<file path="config.mk">
export PLATFORM = sky130hd
export DESIGN_NAME = echo_distance_filter_flat
export DESIGN_NICKNAME = d
export VERILOG_FILES = /design/src/rtl/echo_distance_filter_if.sv /design/src/rtl/echo_distance_filter.sv /design/src/flat_wrapper.sv
export SDC_FILE = /design/constraint.sdc
export NUM_CORES = 1
export LEC_CHECK = 0
export ABC_AREA = 0
export BUFFER_PORTS_ARGS = -buffer_cell sky130_fd_sc_hd__buf_4
export CAP_MARGIN = 10
export CORE_MARGIN = 8
export CORE_UTILIZATION = 65
export CTS_CLUSTER_SIZE = 14
export DETAILED_ROUTE_END_ITERATION = 12
export PLACE_DENSITY = 0.86
export SYNTH_ARGS = -nofsm -noshare
export SYNTH_HDL_FRONTEND = slang
export SYNTH_SLANG_ARGS = --single-unit
</file>
<file path="constraint.sdc">
create_clock -name clk -period 6.7 [get_ports clk]
set_input_delay 0.335 -clock clk [delete_from_list [all_inputs] [get_ports clk]]
set_output_delay 0.335 -clock clk [all_outputs]
set_load 0.01 [all_outputs]
</file>
<file path="src/rtl/echo_distance_filter_if.sv">
// Measurement bus between the echo-duration counter and echo_distance_filter.
// The counter side uses the master modport; the filter uses slave.
interface echo_distance_filter_if #(
    parameter int unsigned DIST_W = 9
);
    logic [31:0]       echo_duration;
    logic              dur_valid;
    logic              busy;
    logic [DIST_W-1:0] dist_raw;
    logic [DIST_W-1:0] dist_cm;
    logic              dist_valid;
    logic              no_echo;
    logic              near;

    modport master (
        output echo_duration, dur_valid,
        input  busy, dist_raw, dist_cm, dist_valid, no_echo, near
    );

    modport slave (
        input  echo_duration, dur_valid,
        output busy, dist_raw, dist_cm, dist_valid, no_echo, near
    );
endinterface

</file>
<file path="src/rtl/echo_distance_filter.sv">
// Echo width -> cm via repeated subtraction, power-of-two moving average, hysteresis near flag.
// Define ECHO_FILTER_BYPASS_EN to drop the averaging buffer (dist_cm follows the raw value).
module echo_distance_filter #(
    parameter int unsigned CYCLES_PER_CM = 2900,
    parameter int unsigned MAX_CM        = 400,
    parameter int unsigned DIST_W        = 9,
    parameter int unsigned AVG_LOG2      = 2,
    parameter int unsigned NEAR_CM       = 20,
    parameter int unsigned HYST_CM       = 5
) (
    input  logic                  clk,
    input  logic                  rst,
    echo_distance_filter_if.slave bus
);
    localparam logic [31:0]       CPC   = 32'(CYCLES_PER_CM);
    localparam logic [DIST_W-1:0] MAX_Q = DIST_W'(MAX_CM);
    localparam logic [DIST_W-1:0] SET_V = DIST_W'(NEAR_CM);
    localparam logic [DIST_W-1:0] CLR_V = DIST_W'(NEAR_CM + HYST_CM);

    typedef enum logic [1:0] {IDLE, DIV, AVG, OUT} state_t;

    state_t            state;
    logic [31:0]       rem;
    logic [DIST_W-1:0] q;
    logic              no_echo_lat;
    logic [DIST_W-1:0] avg;

`ifndef ECHO_FILTER_BYPASS_EN
    localparam int unsigned DEPTH = 1 << AVG_LOG2;
    localparam int unsigned SUM_W = DIST_W + AVG_LOG2;

    logic [DIST_W-1:0]   ring [DEPTH];
    logic [SUM_W-1:0]    sum;
    logic [AVG_LOG2-1:0] wptr;

    assign avg = DIST_W'(sum >> AVG_LOG2);
`else
    assign avg = q;
`endif

    always_ff @(posedge clk) begin
        if (rst) begin
            state          <= IDLE;
            rem            <= '0;
            q              <= '0;
            no_echo_lat    <= 1'b0;
            bus.busy       <= 1'b0;
            bus.dist_raw   <= '0;
            bus.dist_cm    <= '0;
            bus.dist_valid <= 1'b0;
            bus.no_echo    <= 1'b0;
            bus.near       <= 1'b0;
`ifndef ECHO_FILTER_BYPASS_EN
            sum            <= '0;
            wptr           <= '0;
            for (int unsigned i = 0; i < DEPTH; i++) ring[i] <= '0;
`endif
        end else begin
            bus.dist_valid <= 1'b0;
            bus.busy       <= (state != IDLE);
            case (state)
                IDLE: begin
                    if (bus.dur_valid) begin
                        // A zero width preloads q = MAX_CM so the DIV step exits at once,
                        // giving the same 3-cycle latency as a one-step division.
                        rem         <= bus.echo_duration;
                        no_echo_lat <= (bus.echo_duration == '0);
                        q           <= (bus.echo_duration == '0) ? MAX_Q : '0;
                        state       <= DIV;
                    end
                end
                DIV: begin
                    if (rem >= CPC && q < MAX_Q) begin
                        rem <= rem - CPC;
                        q   <= q + 1'b1;
                    end else begin
                        state <= AVG;
                    end
                end
                AVG: begin
`ifndef ECHO_FILTER_BYPASS_EN
                    sum        <= sum - SUM_W'(ring[wptr]) + SUM_W'(q);
                    ring[wptr] <= q;
                    wptr       <= wptr + 1'b1;
`endif
                    state <= OUT;
                end
                OUT: begin
                    bus.dist_raw   <= q;
                    bus.dist_cm    <= avg;
                    bus.no_echo    <= no_echo_lat;
                    bus.dist_valid <= 1'b1;
                    if (avg <= SET_V)      bus.near <= 1'b1;
                    else if (avg >= CLR_V) bus.near <= 1'b0;
                    state <= IDLE;
                end
                default: state <= IDLE;
            endcase
        end
    end
endmodule

</file>
<file path="src/flat_wrapper.sv">
// flat-port wrapper written by rule: the top's interface ports become plain ports
module echo_distance_filter_flat 
#(
    parameter int unsigned CYCLES_PER_CM = 2900,
    parameter int unsigned MAX_CM        = 400,
    parameter int unsigned DIST_W        = 9,
    parameter int unsigned AVG_LOG2      = 2,
    parameter int unsigned NEAR_CM       = 20,
    parameter int unsigned HYST_CM       = 5
)
  (clk, rst, bus_echo_duration, bus_dur_valid, bus_busy, bus_dist_raw, bus_dist_cm, bus_dist_valid, bus_no_echo, bus_near);
  echo_distance_filter_if #(.DIST_W(DIST_W)) bus_i ();
  input  logic clk;
  input  logic rst;
  input wire logic [$bits(bus_i.echo_duration)-1:0] bus_echo_duration;
  input wire logic [$bits(bus_i.dur_valid)-1:0] bus_dur_valid;
  output wire logic [$bits(bus_i.busy)-1:0] bus_busy;
  output wire logic [$bits(bus_i.dist_raw)-1:0] bus_dist_raw;
  output wire logic [$bits(bus_i.dist_cm)-1:0] bus_dist_cm;
  output wire logic [$bits(bus_i.dist_valid)-1:0] bus_dist_valid;
  output wire logic [$bits(bus_i.no_echo)-1:0] bus_no_echo;
  output wire logic [$bits(bus_i.near)-1:0] bus_near;
  assign bus_i.echo_duration = bus_echo_duration;
  assign bus_i.dur_valid = bus_dur_valid;
  assign bus_busy = bus_i.busy;
  assign bus_dist_raw = bus_i.dist_raw;
  assign bus_dist_cm = bus_i.dist_cm;
  assign bus_dist_valid = bus_i.dist_valid;
  assign bus_no_echo = bus_i.no_echo;
  assign bus_near = bus_i.near;
  echo_distance_filter #(.CYCLES_PER_CM(CYCLES_PER_CM), .MAX_CM(MAX_CM), .DIST_W(DIST_W), .AVG_LOG2(AVG_LOG2), .NEAR_CM(NEAR_CM), .HYST_CM(HYST_CM)) u_core (.clk(clk), .rst(rst), .bus(bus_i));
endmodule
</file>
==> reports/metrics.csv <==
stage,metric,value,unit
outcome,outcome,completed,
timing,fin_setup_tns,0,ns
global_route,grt_pass1_wl,27480,µm
place,port-buffer-count,56,
timing,max-slew-margin-rel,23.27,%
clock_tree,htreeDepth,4,
power_and_ir_drop,vdd_drop_max,278.9,µV
setup_path,cpPeakStageDelay,0.68,ns
timing,rsz0062_at_grt,no,
global_route,grt_pass1_vias,5568,
setup_path,cp_slowest_cell,dfxtp_1,
final_layout,final_common_cell,dfxtp_1,
synth,synthCells,686,
power_and_ir_drop,power,3.335,mW
route,dr.pass1.iters,5,
clock_tree,cts_sinks,117,
run,maxCapViolations,0,
route,vias,5567,
synth,yosys_warnings,0,
setup_path,cpLargestDelayFamily,compound AO/OA/AOI/OAI gates,
global_route,grt_overflow,0,
floorplan,die_x,116.1,µm
synth,ys_seq_area_share,41.53,%
final_layout,final_cell_mix,"81 x dfxtp_1, 70 x nor2_1, 60 x buf_4",
timing,fin_crit,4.040,ns
route,ant_nets,0,
hold_path,worstHoldPathType,input port to register,
final_layout,area_delta_synth_final,15.04,%
clock_tree,cts.hold.buffers_added,0,
timing,fmax,0.2475,GHz
place,dp_hpwl,11350,µm
final_layout,n_fill_cell,661,
floorplan,die_h,116.1,µm
synth,netlist_area,0.006507,mm²
clock_tree,cts_tree,yes,
floorplan,io_pins,57,
timing,slew_violations,0,
synth,ys_types,78,
final_layout,drive_above_1_share,17.62,%
route,drtIter0Drc,584,
power_and_ir_drop,p_leak,2.848,nW
setup_path,crit_fanout,9,
setup_path,endpoint_kind,register,
synth,syn_avg_cell_area,9.486,µm²
clock_tree,clkTransAtPathRegs,0.06,ns
setup_path,worstPathCellList,"mux4_2, fa_1, inv_1, fa_1, a211oi_1, o21a_1, nor3_1, a2111oi_0, xnor2_1, a211oi_1",
floorplan,initial_core_util,66.89,%
setup_path,cp-start-kind,register,
place,gp_congestion,0.8626,
global_route,grt_max_degree,76,
timing,setup_viol,0,
timing,period_share,60.29,%
route,vias_per_cell,6.392,
timing,skew,0.006167,ns
synth,async_flop_share,0,%
clock_tree,cts_made_buffers,17,
synth,synth_edf_count,36,
global_route,antenna_found_initial,0,
final_layout,final_util,76.94,%
clock_tree,clock_path_buffers,2,
global_route,grtUsageTotal,26.16,%
setup_path,path_buf_inv,1,
clock_tree,cts_setup_buffers,0,
synth,syn-num-nets,749,
clock_tree,clk_latency,0.53,ns
final_layout,nets,788,
clock_tree,cts_resized,0,
route,drc,0,
setup_path,critPathKind,register to register,
route,wl,16920,µm
synth,synth-seq-cells,117,
floorplan,core_area,0.009729,mm²
clock_tree,cts-root-buf,clkbuf_8,
timing,finalHoldViolations,0,
route,wl_per_cell,19.42,µm
setup_path,arrival,4.48,ns
synth,synth_ff_type,dfxtp_1,
power_and_ir_drop,p_per_area,445.5,mW/mm²
timing,max_slew.worst_pin.slew,1.139,ns
floorplan,die_area,0.01347,mm²
floorplan,rows,36,
setup_path,cp.required,7.14,ns
final_layout,diodes,0,
## cell usage after synthesis, types with 5 or more instances
library cell | instances | share of area, %
buf_1 | 7 | 0.40
nor2_1 | 70 | 4.0
a211oi_1 | 9 | 1.0
and2_1 | 20 | 1.9
clkbuf_1 | 24 | 1.4
dfxtp_1 | 81 | 25
a21oi_1 | 33 | 2.5
o22a_1 | 7 | 0.94
a21o_1 | 6 | 0.69
o32ai_1 | 9 | 1.2
o21a_1 | 8 | 0.92
o31ai_1 | 7 | 0.81
and3_1 | 6 | 0.58
a31oi_1 | 9 | 0.87
nand3_1 | 11 | 0.85
xnor2_1 | 5 | 0.67
nor4_1 | 22 | 2.1
o211ai_1 | 9 | 1.0
or3_1 | 8 | 0.77
mux2i_1 | 31 | 4.8
inv_1 | 47 | 2.7
nand2_1 | 51 | 2.9
edfxtp_1 | 36 | 17
fa_1 | 9 | 2.8
ha_1 | 19 | 3.7
buf_6 | 5 | 0.87
o21ai_0 | 22 | 1.7
a311oi_1 | 5 | 0.67
nor3_1 | 18 | 1.4
mux4_2 | 9 | 3.1
## cell families after synthesis
group / synth area share (%)
DFF: 41.53
and+or+nand+nor: 19.48
adders and majority gates: 6.422
muxes: 8.056
AOI/OAI and AO/OA: 17.69
xor gates and xnor gates: 1.077
buffers and inverters: 5.749
## report_power, final
part	switching [mW]	total, mW	leakage, nW	internal [mW]
combinational	0.836	1.42	1.56	0.581
sequential	0.180	1.05	1.03	0.874
clock	0.337	0.863	0.260	0.526
## state kept, by name (all words and copies together) (netlist names), named ones only
signal,cells
u_core.bus.busy,1
u_core.bus.dist_cm,9
u_core.bus.dist_raw,9
u_core.bus.dist_valid,1
u_core.bus.near,1
u_core.bus.no_echo,1
u_core.no_echo_lat,1
u_core.q,9
u_core.rem,32
u_core.ring,36
u_core.state,2
u_core.sum,11
u_core.wptr,2
## worst min-delay path: stages
cell	delay, ns
buf_4	0.11
nand2_1	0.05
a21oi_1	0.05
## per-layer routing
| metal | vias to the layer above | track usage [%] | share of wire (%) |
|---|---|---|---|
| li1 | 2592 | - | - |
| met4 | 0 | 13.92 | 3.5 |
| met5 | - | 0 | 0 |
| met3 | 56 | 6.670 | 7.4 |
| met2 | 280 | 44.70 | 50 |
| met1 | 2639 | 29.40 | 39 |
## metrics by stage
stage	area, µm²	cells	setup slack, ns	hold slack, ns
6_report	7486	871	2.660	0.06536
5_1_grt	7486	871	2.305	0.06440
4_1_cts	7486	871	2.633	0.05927
3_5_place_dp	6929	839	2.701	0.4591
3_3_place_gp	6929	839	2.882	0.4448
2_1_floorplan	6507	686	2.950	0.4316
## final timing paths
| kind | from | endpoint | slack (ns) | cells after the start |
|---|---|---|---|---|
| min reg2reg | u_core.rem[0] | u_core.rem[0] | 0.47 | 2 |
| max reg2reg | register | u_core.sum[10] | 2.66 | 10 |
| max | register | u_core.sum[10] | 2.66 | 10 |
| min | bus_echo_duration[1] | u_core.rem[1] | 0.07 | 3 |
## final cells by class
class / instances / area (µm²) / share of cell area [%]
inverter: 47 / 176.4 / 2.357
timing repair buffer: 60 / 450.4 / 6.017
sequential: 117 / 2703 / 36.10
clock inverter: 13 / 135.1 / 1.805
tap: 133 / 166.4 / 2.223
clock buffer: 19 / 421.7 / 5.633
multi-input combinational: 482 / 3433 / 45.86
Power figures use the tool's default switching activity.
